## config.mk

```make
export PLATFORM = sky130hd
export DESIGN_NAME = seq_divider
export DESIGN_NICKNAME = d
export VERILOG_FILES = /design/src/rtl/seq_divider.sv
export SDC_FILE = /design/constraint.sdc
export NUM_CORES = 1
export LEC_CHECK = 0
export ABC_AREA = 1
export BUFFER_PORTS_ARGS = -buffer_cell sky130_fd_sc_hd__buf_2
export CAP_MARGIN = 20
export CORE_AREA = 3 3 178 136
export CTS_CLUSTER_DIAMETER = 40
export DETAILED_ROUTE_END_ITERATION = 7
export DIE_AREA = 0 0 181 139
export SYNTH_ARGS = -nofsm -noshare
export SYNTH_HDL_FRONTEND = slang
export SYNTH_SLANG_ARGS = --single-unit
```

## constraint.sdc

```tcl
create_clock -name clk -period 7.1 [get_ports clk]
set_input_delay 0.71 -clock clk [delete_from_list [all_inputs] [get_ports clk]]
set_output_delay 0.71 -clock clk [all_outputs]
set_load 0.02 [all_outputs]
```

## src/rtl/seq_divider.sv

```systemverilog
// Iterative radix-2 restoring divider with valid/ready handshakes and divide-by-zero flag.
// Optional signed operation is enabled with DIVIDER_SIGNED_EN.
module seq_divider #(
  parameter int unsigned WIDTH = 32
) (
  input  logic             clk,
  input  logic             rst_n,
  input  logic             in_valid,
  output logic             in_ready,
  input  logic [WIDTH-1:0] dividend,
  input  logic [WIDTH-1:0] divisor,
  input  logic             signed_mode,
  output logic             out_valid,
  input  logic             out_ready,
  output logic [WIDTH-1:0] quotient,
  output logic [WIDTH-1:0] remainder,
  output logic             div_by_zero
);

  localparam int unsigned CW = $clog2(WIDTH + 1);

  typedef enum logic [1:0] {IDLE, CALC, DONE} state_e;

  state_e           state_q, state_d;
  logic [CW-1:0]    cnt_q, cnt_d;
  logic [WIDTH-1:0] prem_q, prem_d;
  logic [WIDTH-1:0] dvd_q, dvd_d;
  logic [WIDTH-1:0] dvs_q, dvs_d;
  logic             zero_q, zero_d;
  logic             in_ready_q, in_ready_d;
  logic             out_valid_q, out_valid_d;
  logic [WIDTH-1:0] quotient_q, quotient_d;
  logic [WIDTH-1:0] remainder_q, remainder_d;
  logic             dbz_q, dbz_d;

  logic [WIDTH:0]   rem_sh;
  logic [WIDTH:0]   diff;
  logic             qbit;
  logic [WIDTH-1:0] rem_nx;
  logic [WIDTH-1:0] quo_nx;
  logic [WIDTH-1:0] dvd_mag;
  logic [WIDTH-1:0] dvs_mag;
  logic [WIDTH-1:0] q_fin;
  logic [WIDTH-1:0] r_fin;

`ifdef DIVIDER_SIGNED_EN
  logic negq_q, negq_d;
  logic negr_q, negr_d;
  logic sgn_dvd, sgn_dvs;

  // Magnitudes of the incoming operands when signed mode is requested
  always_comb begin
    sgn_dvd = signed_mode & dividend[WIDTH-1];
    sgn_dvs = signed_mode & divisor[WIDTH-1];
    dvd_mag = sgn_dvd ? (~dividend + WIDTH'(1)) : dividend;
    dvs_mag = sgn_dvs ? (~divisor + WIDTH'(1)) : divisor;
  end

  // Sign fixup of the final magnitude results
  always_comb begin
    q_fin = negq_q ? (~quo_nx + WIDTH'(1)) : quo_nx;
    r_fin = negr_q ? (~rem_nx + WIDTH'(1)) : rem_nx;
  end

  always_ff @(posedge clk or negedge rst_n) begin
    if (!rst_n) begin
      negq_q <= 1'b0;
      negr_q <= 1'b0;
    end else begin
      negq_q <= negq_d;
      negr_q <= negr_d;
    end
  end
`else
  logic unused_signed_mode;

  assign unused_signed_mode = signed_mode;

  always_comb begin
    dvd_mag = dividend;
    dvs_mag = divisor;
    q_fin   = quo_nx;
    r_fin   = rem_nx;
  end
`endif

  // One restoring step: shift in next dividend bit, trial-subtract divisor
  always_comb begin
    rem_sh = {prem_q, dvd_q[WIDTH-1]};
    diff   = rem_sh - {1'b0, dvs_q};
    qbit   = ~diff[WIDTH];
    rem_nx = qbit ? diff[WIDTH-1:0] : rem_sh[WIDTH-1:0];
    quo_nx = {dvd_q[WIDTH-2:0], qbit};
  end

  // Next-state and datapath control
  always_comb begin
    state_d     = state_q;
    cnt_d       = cnt_q;
    prem_d      = prem_q;
    dvd_d       = dvd_q;
    dvs_d       = dvs_q;
    zero_d      = zero_q;
    quotient_d  = quotient_q;
    remainder_d = remainder_q;
    dbz_d       = dbz_q;
`ifdef DIVIDER_SIGNED_EN
    negq_d      = negq_q;
    negr_d      = negr_q;
`endif

    unique case (state_q)
      IDLE: begin
        if (in_valid) begin
          state_d = CALC;
          prem_d  = '0;
          if (divisor == '0) begin
            // Zero divisor spends a single CALC cycle to produce its result
            zero_d = 1'b1;
            cnt_d  = CW'(1);
            dvd_d  = dividend;
            dvs_d  = '0;
`ifdef DIVIDER_SIGNED_EN
            negq_d = 1'b0;
            negr_d = 1'b0;
`endif
          end else begin
            zero_d = 1'b0;
            cnt_d  = CW'(WIDTH);
            dvd_d  = dvd_mag;
            dvs_d  = dvs_mag;
`ifdef DIVIDER_SIGNED_EN
            negq_d = sgn_dvd ^ sgn_dvs;
            negr_d = sgn_dvd;
`endif
          end
        end
      end
      CALC: begin
        dvd_d  = quo_nx;
        prem_d = rem_nx;
        cnt_d  = cnt_q - CW'(1);
        if (cnt_q == CW'(1)) begin
          state_d = DONE;
          if (zero_q) begin
            quotient_d  = '1;
            remainder_d = dvd_q;
            dbz_d       = 1'b1;
          end else begin
            quotient_d  = q_fin;
            remainder_d = r_fin;
            dbz_d       = 1'b0;
          end
        end
      end
      DONE: begin
        if (out_ready) state_d = IDLE;
      end
      default: state_d = IDLE;
    endcase

    in_ready_d  = (state_d == IDLE);
    out_valid_d = (state_d == DONE);
  end

  always_ff @(posedge clk or negedge rst_n) begin
    if (!rst_n) begin
      state_q     <= IDLE;
      cnt_q       <= '0;
      prem_q      <= '0;
      dvd_q       <= '0;
      dvs_q       <= '0;
      zero_q      <= 1'b0;
      in_ready_q  <= 1'b1;
      out_valid_q <= 1'b0;
      quotient_q  <= '0;
      remainder_q <= '0;
      dbz_q       <= 1'b0;
    end else begin
      state_q     <= state_d;
      cnt_q       <= cnt_d;
      prem_q      <= prem_d;
      dvd_q       <= dvd_d;
      dvs_q       <= dvs_d;
      zero_q      <= zero_d;
      in_ready_q  <= in_ready_d;
      out_valid_q <= out_valid_d;
      quotient_q  <= quotient_d;
      remainder_q <= remainder_d;
      dbz_q       <= dbz_d;
    end
  end

  assign in_ready    = in_ready_q;
  assign out_valid   = out_valid_q;
  assign quotient    = quotient_q;
  assign remainder   = remainder_q;
  assign div_by_zero = dbz_q;

endmodule

```

* Word-level counts from Yosys, hierarchy flattened *
Cells that the tools add are included.

storage, ports and cells
  flip-flop bits (word level) = 172
  bits of input ports = 69
  output and inout bits = 67
  logic and storage cells = 43

operators by class
  add/subtract/negate cells = 2
  eq/ne operators = 5
  muxes and demuxes = 17
  bitwise gates (word level) = 1
  reduce and logical (&&, ||, !) cells = 7

operators with widths
  operator             count
  $mux 32              6
  $pmux 32 s2          2
  $sub 33x32->33       1
  $logic_not 32->1     1
  $mux 6               2
  $pmux 6 s2           1
  $eq 6x1->1 const B   1
  $mux 2               3
  $pmux 2 s3           1
  $reduce_and 2->1     3
  $sub 6x1->6 const B  1
  $eq 2x2->1 const B   2
  $logic_not 2->1      2
  $eq 2x1->1 const B   1
  $mux 1               2
  $ne 2x2->1 const B   1
  $reduce_bool 2->1    1
  $not 1->1            1

* Logic depth before layout (Yosys ltp) *
Gate-level depths: netlist of run 1.

  depth after elaboration = 4
  depth in mapped cells = 19
  gate-level depth less buffers = 18

* Worst setup path after synthesis of run 1 *
Ideal clock, no wire load.

  path type = flip-flop to flip-flop
  start = register dvd_q[31]
  end = register remainder_q[10], in the netlist remainder[10]
  setup time = 0.118 ns
  arrival time = 2.123 ns
  data required time = 6.982 ns
  path slack = 4.859 ns
  cell stages (with the launch flop) = 18
  buffers on the path = 1
  clock period less this slack = 2.241 ns
  path through = dfrtp_1 inv_1 ha_1 inv_1 fa_1 nand2_1 nand2_1 nand3_1 nand2_2 nand2_1 nand2_2 nand2_2 nand2_2 nand2_4 buf_2 nand3b_1 nand3_1 nand2_1

between the ends
  word-level cells in the longest chain between the ends = 3

RTL lines
  item                    line  text
  start, declared         27    logic [WIDTH-1:0] dvd_q, dvd_d;
  start signal, assigned  183   dvd_q <= dvd_d;
  $sub 33x32->33          90    diff = rem_sh - {1'b0, dvs_q};
  $mux 32                 92    rem_nx = qbit ? diff[WIDTH-1:0] : rem_sh[WIDTH-1:0];
  $mux 32                 145   if (zero_q) begin
  end signal, assigned    189   remainder_q <= remainder_d;
  end, declared           33    logic [WIDTH-1:0] remainder_q, remainder_d;

No other way between the ends.
A chain may end at the register's enable or synchronous reset.

* Worst setup path in the final report of run 1 *
  start = register cnt_q[1]
  end = register remainder_q[24], in the netlist remainder[24]

between the ends
  word-level cells in the longest chain between the ends = 2

RTL lines
  item                               line  text
  start, declared                    25    logic [CW-1:0] cnt_q, cnt_d;
  start signal, assigned             181   cnt_q <= cnt_d;
  $eq 6x1->1                         143   if (cnt_q == CW'(1)) begin
  $reduce_and 2->1 (no source line)  -

No other way between the ends.

==> results.yml, run 1 <==
run_status:
  status: "finished, final reports clean"
yosys:
  ys_types: 37
  synthArstFlopShare: 1.00
  synth.avg_cell_area_um2: 7.08
  ys_ff_latch: 172
  synth_area_um2: 10100
  syn_inst: 1429
  ys.flop_type: "dfrtp_1"
  synth_commonest_cells: "502 x nand2_1, 236 x inv_1, 171 x dfrtp_1, 90 x nand3_1, 80 x o21ai_0"
  yosys_warnings: 0
  yosysTopAreaCellShare: 0.423
  synth.most_common_cell: "nand2_1"
  yosys.area.top_type: "dfrtp_1"
  synthTopCellsByArea: "dfrtp_1 42%, nand2_1 19%, inv_1 8.8%, nand3_1 4.5%, ha_1 4.2%"
  yosysSeqAreaShare: 0.425
  synth_edf_count: 0
  synthesis.nets: 1533
timing:
  fin_skew_ns: 0.0112
  rsz0062_at_grt: "false"
  fin_crit_sh: 0.503
  worst_slew_pin_slew_ns: 1.03
  holdWs_ns: 0.251
  finalMaxSlewViolations: 0
  maxSlewHeadroom: 0.311
  finalSetupViolCount: 0
  max_freq_mhz: 280
  final.min_clock_period_ns: 3.57
  tns_ns: 0
  hold_viol: 0
floorplan:
  die_y_um: 139
  die_x_um: 181
  die_area_um2: 25200
  io_pins: 136
  start_util: 0.445
  row_count: 48
  core_area_um2: 22800
finish:
  multi_input_area_um2: 4690
  syn2layout_area_growth_pct: 14.4
  final_cells: 1850
  layout.nets: 1644
  drive_above_1_share: 0.125
  ff_latch_area_um2: 4310
  antenna_cells: 0
  num-fill-cells: 2336
cts:
  cts.clk_slew.worst_paths_ns: 0.07
  numCtsBuffers: 17
  clk_latency_ns: 0.43
  hold_buffers: 0
  cts.sinks: 172
  h-tree-depth: 4
  cts_resized: 0
  cts_buffer_depth: 2
  root_buffer: "clkbuf_16"
  tritoncts: "yes"
  cts_setup_buffers: 0
setup_path:
  cpMaxStageDelayCell: "nand2_1"
  arrival_ns: 3.94
  reg2reg_depth: 10
  cp_max_fo: 37
  reg2reg_from: "cnt_q[1]$_DFFE_PN0P_"
  ff2ff_setup_slack_ns: 3.53
  crit_required_ns: 7.47
  path_common_cell: "nand2_1"
  crit_chain: "inv_1 > ha_1 > nand2_1 > nor2_1 > nand2_2 > inv_2 > nand2_1 > o21ai_0 > inv_1 > nand2_1"
  critPathMaxStageDelay_ns: 0.80
  crit_type: "reg2reg"
  startpoint_type: "flip-flop"
  reg2reg_to: "remainder[24]$_DFFE_PN0P_"
  end_kind: "flip-flop"
placement:
  dp_hpwl_um: 21300
  gp_congestion: 0.926
  place_inst: 1821
  io_buffers: 134
grt:
  grt_max_degree: 97
  antenna_found_initial: 0
  overflow: 0
  grt_pass1_wl_um: 47300
  grt_use_total: 0.234
  grt_pass1_vias: 8866
drt:
  wl_per_cell_um: 15.7
  vias_per_cell: 4.97
  drtPass1Iterations: 5
  drc: 0
  routed_wirelength_um: 29000
  detail-route-antenna-nets: 0
  via_count: 9190
  drt_iter0_drc: 601
worst_hold_path:
  hold_path.class: "in2async"
flow_run:
  max_cap_violations: 0
## worst max-delay path by stage
| stage | start | end | cells past startpoint |
|---|---|---|---|
| final | cnt_q[1]$_DFFE_PN0P_ | remainder[24]$_DFFE_PN0P_ | 10 |
| after global routing | cnt_q[2]$_DFFE_PN0P_ | remainder[25]$_DFFE_PN0P_ | 9 |
| after CTS | cnt_q[1]$_DFFE_PN0P_ | remainder[24]$_DFFE_PN0P_ | 10 |
| after detailed placement | cnt_q[1]$_DFFE_PN0P_ | remainder[24]$_DFFE_PN0P_ | 10 |
| after global placement | cnt_q[1]$_DFFE_PN0P_ | remainder[18]$_DFFE_PN0P_ | 10 |
| after floorplan | dvd_q[31]$_DFFE_PN0P_ | remainder[10]$_DFFE_PN0P_ | 17 |
## cell families after synthesis
kind of cell,after synthesis,synth area share
AOI/OAI and AO/OA,174,0.0985
xor gates and xnor gates,15,0.0130
adders and majority gates,35,0.0440
buffers and inverters,296,0.113
DFF,172,0.425
muxes,1,0.000989
and+or+nand+nor,736,0.305
## per-stage QoR
stage,setup slack (ns),cell area (µm²),util
after global placement,3.61,11000,0.484
after floorplan,4.86,10100,-
after global routing,3.12,11600,0.509
after CTS,3.52,11600,0.509
final,3.53,11600,0.509
after detailed placement,3.60,11000,0.484
## worst max-delay path, delay by kind of cell, from the launching register on
kind	cells	cell delay [ns]
AND/OR/NAND/NOR	5	1.58
buffers and inverters	3	0.90
AO/OA/AOI/OAI	1	0.46
adder cells (fa/ha/maj)	1	0.16
flip-flops	1	0.39
## sequential cells by signal, summed over array words and instances (netlist names)
register	flops
cnt_q	6
div_by_zero	1
dvd_q	32
dvs_q	32
in_ready	1
out_valid	1
prem_q	32
quotient	32
remainder	32
state_q	2
zero_q	1
## cell usage in the layout (no fill, tap or decap), types with 14 or more instances in the layout
| cell | synthesis | routed |
|---|---|---|
| a21oi_1 | 53 | 53 |
| buf_2 | 11 | 133 |
| clkbuf_16 | 0 | 17 |
| dfrtp_1 | 171 | 171 |
| ha_1 | 34 | 34 |
| inv_1 | 236 | 236 |
| nand2_1 | 502 | 502 |
| nand3_1 | 90 | 90 |
| nand3b_1 | 24 | 24 |
| nor2_1 | 76 | 74 |
| o21ai_0 | 80 | 80 |
| o221ai_1 | 19 | 19 |
| xnor2_1 | 14 | 14 |
## final cells by class
cell class                 count  area share
multi-input combinational    961       0.405
clock buffer                  22      0.0401
clock inverter                 7     0.00799
inverter                     249      0.0807
tap                          300      0.0324
timing repair buffer         139      0.0617
sequential                   172       0.372
## metal layers
metal | share of wire | up-vias | GRT usage
li1 | - | 4699 | -
met1 | 0.50 | 4233 | 0.346
met2 | 0.43 | 236 | 0.364
met3 | 0.051 | 22 | 0.0414
met4 | 0.014 | 0 | 0.0477
met5 | 0 | - | 0
Power of run 1 is not shown: default switching activity piles up to over one toggle a cycle in this logic, so the estimate is an artifact.
==> inputs of run 2 (changes only) <==
- ABC_AREA: 1 -> 0
- CORE_AREA: 3 3 178 136 -> 3 3 179 138
- DIE_AREA: 0 0 181 139 -> 0 0 182 141
- PLACE_DENSITY: default -> 0.67
- clock period: 7.1 -> 3 ns (I/O delays scaled with it)
==> run 2 against run 1 <==
  * Register-to-register slack got worse by 3.5 ns
  * Final area increased by 11%
  * Clock skew up 0.0043 ns
  * Sequential cell count unchanged
  * Global-route usage increased by 0.36 points
  * Setup slack lost 3.5 ns
  * Synthesized cell count decreased by 16%
  * Synthesized area grew 2.0%
  * Cell count fell by 8.6%
  * Core utilization is 5.4 points higher
==> results.yml, run 2 <==
run_status:
  status: "finished, final reports clean"
grt:
  grt_max_degree: 77
  grt_pass1_vias: 8866
  antenna_found_initial: 0
  overflow: 0
  grt_use_total: 0.238
  grt_pass1_wl_um: 49400
floorplan:
  die_area_um2: 25700
  die_x_um: 182
  start_util: 0.450
  row_count: 48
  core_area_um2: 22900
  die_y_um: 141
  io_pins: 136
flow_run:
  max_cap_violations: 0
finish:
  layout_common_cells: "170 x dfrtp_1, 160 x nand2_1, 134 x o21ai_0"
  drive_above_1_share: 0.262
  final_cell_area_um2: 12900
  antenna_cells: 0
  layout.nets: 1482
  num-fill-cells: 2064
  layout_commonest_cell: "dfrtp_1"
  syn2layout_area_growth_pct: 25.0
timing:
  max_freq_mhz: 335
  final.min_clock_period_ns: 2.99
  hold_viol: 0
  worst_slew_pin_slew_ns: 0.850
  rsz0062_at_grt: "true"
  fin_crit_sh: 0.996
  holdWs_ns: 0.0855
  maxSlewHeadroom: 0.433
  finalSetupViolCount: 0
  fin_skew_ns: 0.0155
  finalMaxSlewViolations: 0
yosys:
  synth-xor-area-share: 0.0291
  synthesis.nets: 1308
  synth_mux_area_frac: 0.00776
  yosysSeqAreaShare: 0.417
  synth_commonest_cells: "171 x dfrtp_1, 163 x nand2_1, 146 x o21ai_0, 97 x a21oi_1, 67 x clkbuf_1"
  synthTopCellsByArea: "dfrtp_1 41%, o21ai_0 7.1%, nand2_1 5.9%, a21oi_1 4.7%, ha_1 4.1%"
  synthAdderAreaFrac: 0.0431
  yosysTopAreaCellShare: 0.414
  synth_edf_count: 0
  ys_types: 65
  synth.avg_cell_area_um2: 8.57
  synth_simple_gate_area_frac: 0.222
  syn_inst: 1204
  yosys.area.top_type: "dfrtp_1"
  yosys_warnings: 0
  ys_ff_latch: 172
  synth_compound_area_frac: 0.226
  synth_area_um2: 10300
  synth.most_common_cell: "dfrtp_1"
  synthArstFlopShare: 1.00
  ys.flop_type: "dfrtp_1"
  synth_top_family_by_area: "compound AO/OA/AOI/OAI gates"
drt:
  drt_iter0_drc: 1117
  routed_wirelength_um: 31500
  wl_per_cell_um: 18.6
  drtPass1Iterations: 5
  via_count: 9895
  vias_per_cell: 5.85
  detail-route-antenna-nets: 0
  drc: 0
worst_hold_path:
  whs_path_depth: 3
  hold_end: "dvs_q[20]$_DFFE_PN0P_"
  hold_path.class: "in2reg"
  hp-start: "divisor[20]"
setup_path:
  cpMaxStageDelayCell: "dfrtp_1"
  crit_required_ns: 3.31
  arrival_ns: 3.30
  critPathMaxStageDelay_ns: 0.41
  path_common_cell: "a21o_1"
  reg2reg_to: "remainder[24]$_DFFE_PN0P_"
  crit_chain: "ha_1 > a21o_1 > a21o_1 > a21oi_2 > o21ai_0 > or3_4 > o21ai_4 > xnor2_4 > mux2i_2 > buf_4 > o21ai_2"
  reg2reg_depth: 11
  crit_type: "reg2reg"
  cp_max_fo: 6
  startpoint_type: "flip-flop"
  reg2reg_from: "prem_q[24]$_DFFE_PN0P_"
  end_kind: "flip-flop"
  ff2ff_setup_slack_ns: 0.01
placement:
  io_buffers: 134
  dp_hpwl_um: 22200
  gp_congestion: 0.917
  dpl_cell_area_um2: 11800
cts:
  clk_latency_ns: 0.44
  numCtsBuffers: 17
  h-tree-depth: 4
  cts.clk_slew.worst_paths_ns: 0.08
  root_buffer: "clkbuf_16"
  tritoncts: "yes"
  cts.sinks: 172
  cts_buffer_depth: 2
-- run 2: metal layers --
| metal | part of all wire | track usage |
|---|---|---|
| met2 | 0.41 | 0.329 |
| met4 | 0.0099 | 0.0425 |
| met3 | 0.088 | 0.0436 |
| met5 | 0 | 0 |
| met1 | 0.49 | 0.385 |
-- run 2: cell type report --
type	instances	area, µm²	share of cell area
Inverter	42	158	0.0122
Timing Repair Buffer	247	1630	0.126
Clock buffer	17	425	0.0330
Tap cell	300	375	0.0291
Clock inverter	15	173	0.0134
Multi-Input combinational cell	898	5830	0.452
Sequential cell	172	4310	0.334
-- run 2: metrics by stage --
stage	utilization	setup TNS [ns]	cells	worst slack (ns)
6_report	0.562	0	1691	0.0113
5_1_grt	0.562	-2.00	1691	-0.0892
4_1_cts	0.545	0	1687	0.0247
3_5_place_dp	0.516	-1.16	1651	-0.0968
3_3_place_gp	0.516	-0.488	1651	-0.0543
2_1_floorplan	-	0	1204	0.195
-- run 2: worst max-delay path: cells and delay by family (launching register included) --
kind	cells	cell delay, ns
AO/OA/AOI/OAI	6	1.04
flip-flops	1	0.41
AND/OR/NAND/NOR	1	0.37
adder cells (fa/ha/maj)	1	0.33
multiplexers	1	0.29
XOR/XNOR	1	0.25
buffers and inverters	1	0.17
-- run 2: how the worst max path moves through the flow --
stage                           start                        end  cells past startpoint
2_1_floorplan   dvd_q[31]$_DFFE_PN0P_  remainder[16]$_DFFE_PN0P_                     14
3_3_place_gp    dvd_q[31]$_DFFE_PN0P_   remainder[4]$_DFFE_PN0P_                     14
3_5_place_dp    dvd_q[31]$_DFFE_PN0P_   remainder[6]$_DFFE_PN0P_                     14
4_1_cts         dvd_q[31]$_DFFE_PN0P_   remainder[5]$_DFFE_PN0P_                     15
5_1_grt         dvd_q[31]$_DFFE_PN0P_   remainder[9]$_DFFE_PN0P_                     14
6_report       prem_q[24]$_DFFE_PN0P_  remainder[24]$_DFFE_PN0P_                     11
-- run 2: kinds of logic after synthesis --
group           Yosys count
mux                       8
buf+inv                 135
xor+xnor                 30
simple gates            443
flops                   172
fa+ha+maj                35
compound gates          381
-- run 2: timing repair --
item | 4_1_cts | 5_1_grt
setup buffers | 2 | 3
gates cloned | 1 | 1
pin swaps | 4 | 30
endpoints found under the setup margin | 38 | 60
gates resized for setup | 6 | 77
endpoints found under the hold margin | 72 | 0
hold buffers | 1 | 0
Power of run 2 is left out for the same reason.
